[src/rtl/uart_tx_queue.sv]
// uart_tx_queue: memory-mapped byte FIFO that drains into uarttx one byte at a time.
// Word map: 0 DATA (push), 1 STATUS (read), 2 CTRL (flush / clear overflow), 3 reserved.
module uart_tx_queue #(
    parameter int unsigned DEPTH = 16,
    parameter int unsigned AW    = 4
) (
    input  logic       clk,
    input  logic       n_rst,
    input  logic       wen,
    input  logic [1:0] waddr,
    input  logic [7:0] wdata,
    input  logic       ren,
    input  logic [1:0] raddr,
    output logic [7:0] rdata,
    output logic [7:0] charout,
    output logic       txen,
    input  logic       uartbusy,
    output logic       full,
    output logic       empty
);

    // count needs one extra bit so that DEPTH itself is representable
    localparam int unsigned CW = AW + 1;
    localparam logic [CW-1:0] DEPTH_CNT = CW'(DEPTH);

    typedef enum logic [1:0] {
        StIdle,
        StLoad,
        StWaitHi,
        StWaitLo
    } state_e;

    logic [7:0]    mem [DEPTH];
    logic [AW-1:0] wptr;
    logic [AW-1:0] rptr;
    logic [CW-1:0] count;
    logic          overflow;
    state_e        state;
    logic [1:0]    wait_cnt;

    logic       data_wr;
    logic       ctrl_wr;
    logic       flush;
    logic       clr_ovf;
    logic       pop;
    logic       push_ok;
    logic [4:0] count_sat;
    logic [7:0] status;

    // Bus decode and push acceptance; a pop in the same cycle frees a slot at full
    always_comb begin
        data_wr = wen && (waddr == 2'd0);
        ctrl_wr = wen && (waddr == 2'd2);
        flush   = ctrl_wr && wdata[0];
        clr_ovf = ctrl_wr && wdata[1];
        pop     = (state == StLoad);
        full    = (count == DEPTH_CNT);
        push_ok = data_wr && (!full || pop) && !flush;
        empty   = (count == '0) && (state == StIdle) && !uartbusy;
    end

    // STATUS word, count saturated at 31 so large DEPTH still fits in five bits
    always_comb begin
        if (32'(count) > 32'd31) begin
            count_sat = 5'd31;
        end else begin
            count_sat = 5'(count);
        end
        status = {overflow, full, empty, count_sat};
    end

    // FIFO storage; contents need no reset since count guards every read
    always_ff @(posedge clk) begin
        if (push_ok) begin
            mem[wptr] <= wdata;
        end
    end

    // Pointers and occupancy; flush overrides any same-cycle push or pop
    always_ff @(posedge clk or negedge n_rst) begin
        if (!n_rst) begin
            wptr  <= '0;
            rptr  <= '0;
            count <= '0;
        end else if (flush) begin
            wptr  <= '0;
            rptr  <= '0;
            count <= '0;
        end else begin
            if (push_ok) begin
                wptr <= wptr + AW'(1);
            end
            if (pop) begin
                rptr <= rptr + AW'(1);
            end
            case ({push_ok, pop})
                2'b10:   count <= count + CW'(1);
                2'b01:   count <= count - CW'(1);
                default: count <= count;
            endcase
        end
    end

    // Sticky overflow: set by a dropped push, cleared only by CTRL bit1
    always_ff @(posedge clk or negedge n_rst) begin
        if (!n_rst) begin
            overflow <= 1'b0;
        end else if (clr_ovf) begin
            overflow <= 1'b0;
        end else if (data_wr && full && !pop) begin
            overflow <= 1'b1;
        end
    end

    // Drain FSM; charout and txen are registered so both are valid during LOAD
    always_ff @(posedge clk or negedge n_rst) begin
        if (!n_rst) begin
            state    <= StIdle;
            txen     <= 1'b0;
            charout  <= 8'h00;
            wait_cnt <= 2'd0;
        end else begin
            txen <= 1'b0;
            unique case (state)
                StIdle: begin
                    // A flush in this cycle empties the queue, so do not start
                    if ((count != '0) && !uartbusy && !flush) begin
                        state   <= StLoad;
                        txen    <= 1'b1;
                        charout <= mem[rptr];
                    end
                end
                StLoad: begin
                    state    <= StWaitHi;
                    wait_cnt <= 2'd0;
                end
                StWaitHi: begin
                    if (uartbusy) begin
                        state <= StWaitLo;
                    end else if (wait_cnt == 2'd3) begin
                        // uarttx never went busy; treat the byte as sent
                        state <= StIdle;
                    end else begin
                        wait_cnt <= wait_cnt + 2'd1;
                    end
                end
                StWaitLo: begin
                    if (!uartbusy) begin
                        state <= StIdle;
                    end
                end
                default: state <= StIdle;
            endcase
        end
    end

    // Registered read port; holds its value between reads
    always_ff @(posedge clk or negedge n_rst) begin
        if (!n_rst) begin
            rdata <= 8'h00;
        end else if (ren) begin
            rdata <= (raddr == 2'd1) ? status : 8'h00;
        end
    end

endmodule

[config.mk]
export PLATFORM = sky130hd
export DESIGN_NAME = uart_tx_queue
export DESIGN_NICKNAME = d
export VERILOG_FILES = /design/src/rtl/uart_tx_queue.sv
export SDC_FILE = /design/constraint.sdc
export NUM_CORES = 1
export LEC_CHECK = 0
export BUFFER_PORTS_ARGS = -buffer_cell sky130_fd_sc_hd__buf_2
export CAP_MARGIN = 20
export CORE_ASPECT_RATIO = 0.7
export CORE_UTILIZATION = 35
export CTS_CLUSTER_SIZE = 14
export DETAILED_ROUTE_END_ITERATION = 8
export GPL_TIMING_DRIVEN = 0
export PLACE_DENSITY = 0.51
export SKIP_CTS_REPAIR_TIMING = 1
export SLEW_MARGIN = 20
export SYNTH_ARGS = -nofsm -noshare
export SYNTH_HDL_FRONTEND = slang
export SYNTH_SLANG_ARGS = --single-unit
[constraint.sdc]
create_clock -name clk -period 2.3 [get_ports clk]
set_input_delay 0.115 -clock clk [delete_from_list [all_inputs] [get_ports clk]]
set_output_delay 0.115 -clock clk [all_outputs]
set_load 0.005 [all_outputs]
==> flow_metrics.env <==
export IMPL_status="complete, but fails checks"
export IMPL_violations="negative hold slack"
export IMPL_place_worst_setup_slack_ns=-0.244
export IMPL_antenna_left=0
export IMPL_diodes=0
export IMPL_p_leak_nw=2.91
export IMPL_synth_seq_cells=163
export IMPL_synthSimpleGateAreaFrac_pct=6.60
export IMPL_detailed_place_hpwl_um=10000
export IMPL_rr_startpoint="state[1]"
export IMPL_finalCritPeriodShare_pct=94.7
export IMPL_async_reset_ff_share_pct=21.5
export IMPL_area_sequential_mm2=0.00472
export IMPL_min_path_type="in2reg"
export IMPL_drt_iter0_drc=297
export IMPL_die_area_mm2=0.0202
export IMPL_worst_slack_ns=0.121
export IMPL_drt_pass1_iter_count=5
export IMPL_initial_core_util_pct=36.1
export IMPL_synth_fa_ha_area_share_pct=1.46
export IMPL_synth_top_cell_area_share_pct=56.0
export IMPL_clk_latency_ns=0.43
export IMPL_grt_usage_pct=16.0
export IMPL_hold_slack_ns=-0.0145
export IMPL_viasPerCell=5.04
export IMPL_clk_pin_slew_ns=0.07
export IMPL_n_fill_cell=1717
export IMPL_synthXorXnorAreaFrac_pct=0.511
export IMPL_holdPathStages=3
export IMPL_holdPathEnd="rdata[5]"
export IMPL_netlist_area_mm2=0.00686
export IMPL_cts_tree="yes"
export IMPL_numCtsBuffers=17
export IMPL_grt_max_degree=36
export IMPL_grt_overflow_total=0
export IMPL_yosysMostFrequentCell="edfxtp_1"
export IMPL_antenna_found_initial=0
export IMPL_stdcell_count=741
export IMPL_boundaryPins=36
export IMPL_syn_nets=428
export IMPL_fin_worst_skew_ns=0.0102
export IMPL_first_global_vias=3737
export IMPL_yosys_most_used_dff="edfxtp_1"
export IMPL_port_buffers=35
export IMPL_postSynthAreaPerCell_um2=17.0
export IMPL_synthCells=403
export IMPL_r2r_end="mem[14][3]"
export IMPL_ys_warn_count=0
export IMPL_worstMarginPinSlew_ns=0.865
export IMPL_die_h_um=119
export IMPL_required_ns=2.37
export IMPL_htree_levels=4
export IMPL_end_kind="flip-flop"
export IMPL_worst_setup_path_start_kind="flip-flop"
export IMPL_die_w_um=169
export IMPL_ys_types=50
export IMPL_synth_area_leaders="edfxtp_1 (56%), dfrtp_1 (13%), mux4_2 (11%), mux2i_1 (3.2%), nand2_1 (1.9%)"
export IMPL_power_per_cell_area_mw_per_mm2=1140
export IMPL_crit_type="reg2reg"
export IMPL_placementRows=42
export IMPL_synth_top_family_by_area="multiplexers"
export IMPL_post_drt_wl_per_cell_um=20.6
export IMPL_hold_viol_final=2
export IMPL_clkSinkCount=163
export IMPL_clock_root_buffer="clkbuf_16"
export IMPL_max_cap_violations=0
export IMPL_cts_max_path_buffers=2
export IMPL_synthTopCellsByCount="edfxtp_1 (128), dfrtp_1 (35), nand2_1 (34)"
export IMPL_grt_pass1_wl_um=22600
export IMPL_area_growth_synth_to_final_pct=18.0
export IMPL_post_place_cells=702
export IMPL_drc=0
export IMPL_nets=489
export IMPL_fin_crit_ns=2.18
export IMPL_cp_max_fo=9
export IMPL_fmax_mhz=459
export IMPL_max_vdd_ir_drop_uv=526
export IMPL_multiInputGateArea_mm2=0.00200
export IMPL_core_mm2=0.0190
export IMPL_yosysTopAreaCell="edfxtp_1"
export IMPL_synth_edf_count=128
export IMPL_maxSlewViolCount=0
export IMPL_drive_above_1_share_pct=31.9
export IMPL_ys_seq_area_share_pct=68.8
export IMPL_setup_violations_final=0
export IMPL_relSlewSlack_pct=42.4
export IMPL_wl_um=15300
export IMPL_worst_ep_arrival_time_ns=2.25
export IMPL_gp_congestion=0.777
export IMPL_synth_compound_area_share_pct=4.47
export IMPL_synthMuxAreaShare_pct=15.2
export IMPL_worstHoldStart="raddr[1]"
export IMPL_rrSetupSlack_ns=0.12
export IMPL_r2r_cells=4
export IMPL_dr_total_vias=3738
## sequential cells by signal, summed over array words and instances (netlist names), 2 cells and up
signal,cells
wptr,4
count,5
mem,128
wait_cnt,2
charout,8
rdata,8
rptr,4
state,2
## area by class of cell
class	instances	area share (%)
inverters	16	0.742
flip-flops and latches	163	58.3
clock buffers	18	5.30
well taps	264	4.08
plain buffers	20	1.81
multi-input cells	203	24.7
repair buffers	43	3.18
clock inverters	14	1.87
## critical path, stage by stage (launching register included)
cell and delay (ns):
dfrtp_1 0.48, nand2b_1 0.37, a31oi_4 0.28, and3_1 0.25, and2_1 0.43
## routing by layer
metal | part of all wire, % | GRT usage (%) | vias up | wire length [um]
li1 | - | - | 1679 | -
met1 | 49 | 24.2 | 1953 | 7520
met2 | 45 | 22.7 | 88 | 6840
met3 | 4.6 | 2.69 | 18 | 702
met4 | 1.5 | 6.81 | 0 | 228
met5 | 0 | 0 | - | 0
## cell usage in the layout (no fill, tap or decap), drive strengths merged, types with 2 or more instances in the layout
master / synthesis / final
a21oi: 4 / 4
a22o: 2 / 2
a31oi: 3 / 3
and2: 12 / 12
and3: 2 / 2
buf: 18 / 56
bufinv: 0 / 2
clkbuf: 3 / 21
clkinv: 0 / 7
dfrtp: 35 / 35
dlygate4sd3: 0 / 4
edfxtp: 128 / 128
ha: 8 / 8
inv: 16 / 20
mux2: 9 / 9
mux2i: 22 / 22
mux4: 32 / 32
nand2: 34 / 34
nand2b: 5 / 5
nand3b: 2 / 2
nand4: 3 / 3
nor2: 10 / 10
nor2b: 2 / 2
nor3: 4 / 4
nor3b: 2 / 2
nor4: 3 / 3
o211ai: 4 / 4
o21ai: 14 / 14
o22ai: 7 / 7
o31ai: 2 / 2
xnor2: 2 / 2
xor2: 2 / 2
## worst max path at each step
stage | startpoint | endpoint
2_1_floorplan | state[1] | count[4]
3_3_place_gp | state[1] | mem[10][5]
6_report | state[1] | mem[14][3]
4_1_cts | state[1] | mem[10][3]
3_5_place_dp | state[1] | mem[10][5]
5_1_grt | state[0] | count[4]
## where the power goes
group	total (mW)	internal, mW	leakage (nW)	switching, mW
logic	2.80	1.30	1.03	1.51
clock network	2.80	1.61	0.283	1.19
registers	3.64	3.44	1.60	0.198
total	9.25	6.35	2.91	2.90
## cell families (layout without fill, tap and decap cells)
group                      Yosys count  after routing
xor gates and xnor gates             4              4
AOI/OAI and AO/OA                   43             43
and+or+nand+nor                     85             85
muxes                               63             63
buffers and inverters               37            111
adders and majority gates            8              8
DFF                                163            163
## metrics by stage
stage | cell area [um2] | TNS, ns | hold WS, ns | utilization [%] | power [mW]
after CTS | 7950 | -18.24 | -0.171 | 41.8 | 9.28
after detailed placement | 7370 | -15.86 | 0.286 | 38.7 | 6.46
after global placement | 7370 | -9.36 | 0.266 | 38.7 | 6.39
final | 8090 | 0 | -0.0145 | 42.5 | 9.25
after global routing | 8090 | -0.00627 | 0.0262 | 42.5 | 9.69
after floorplan | 6860 | 0 | -0.181 | - | 5.60
Power figures use the tool's default switching activity.
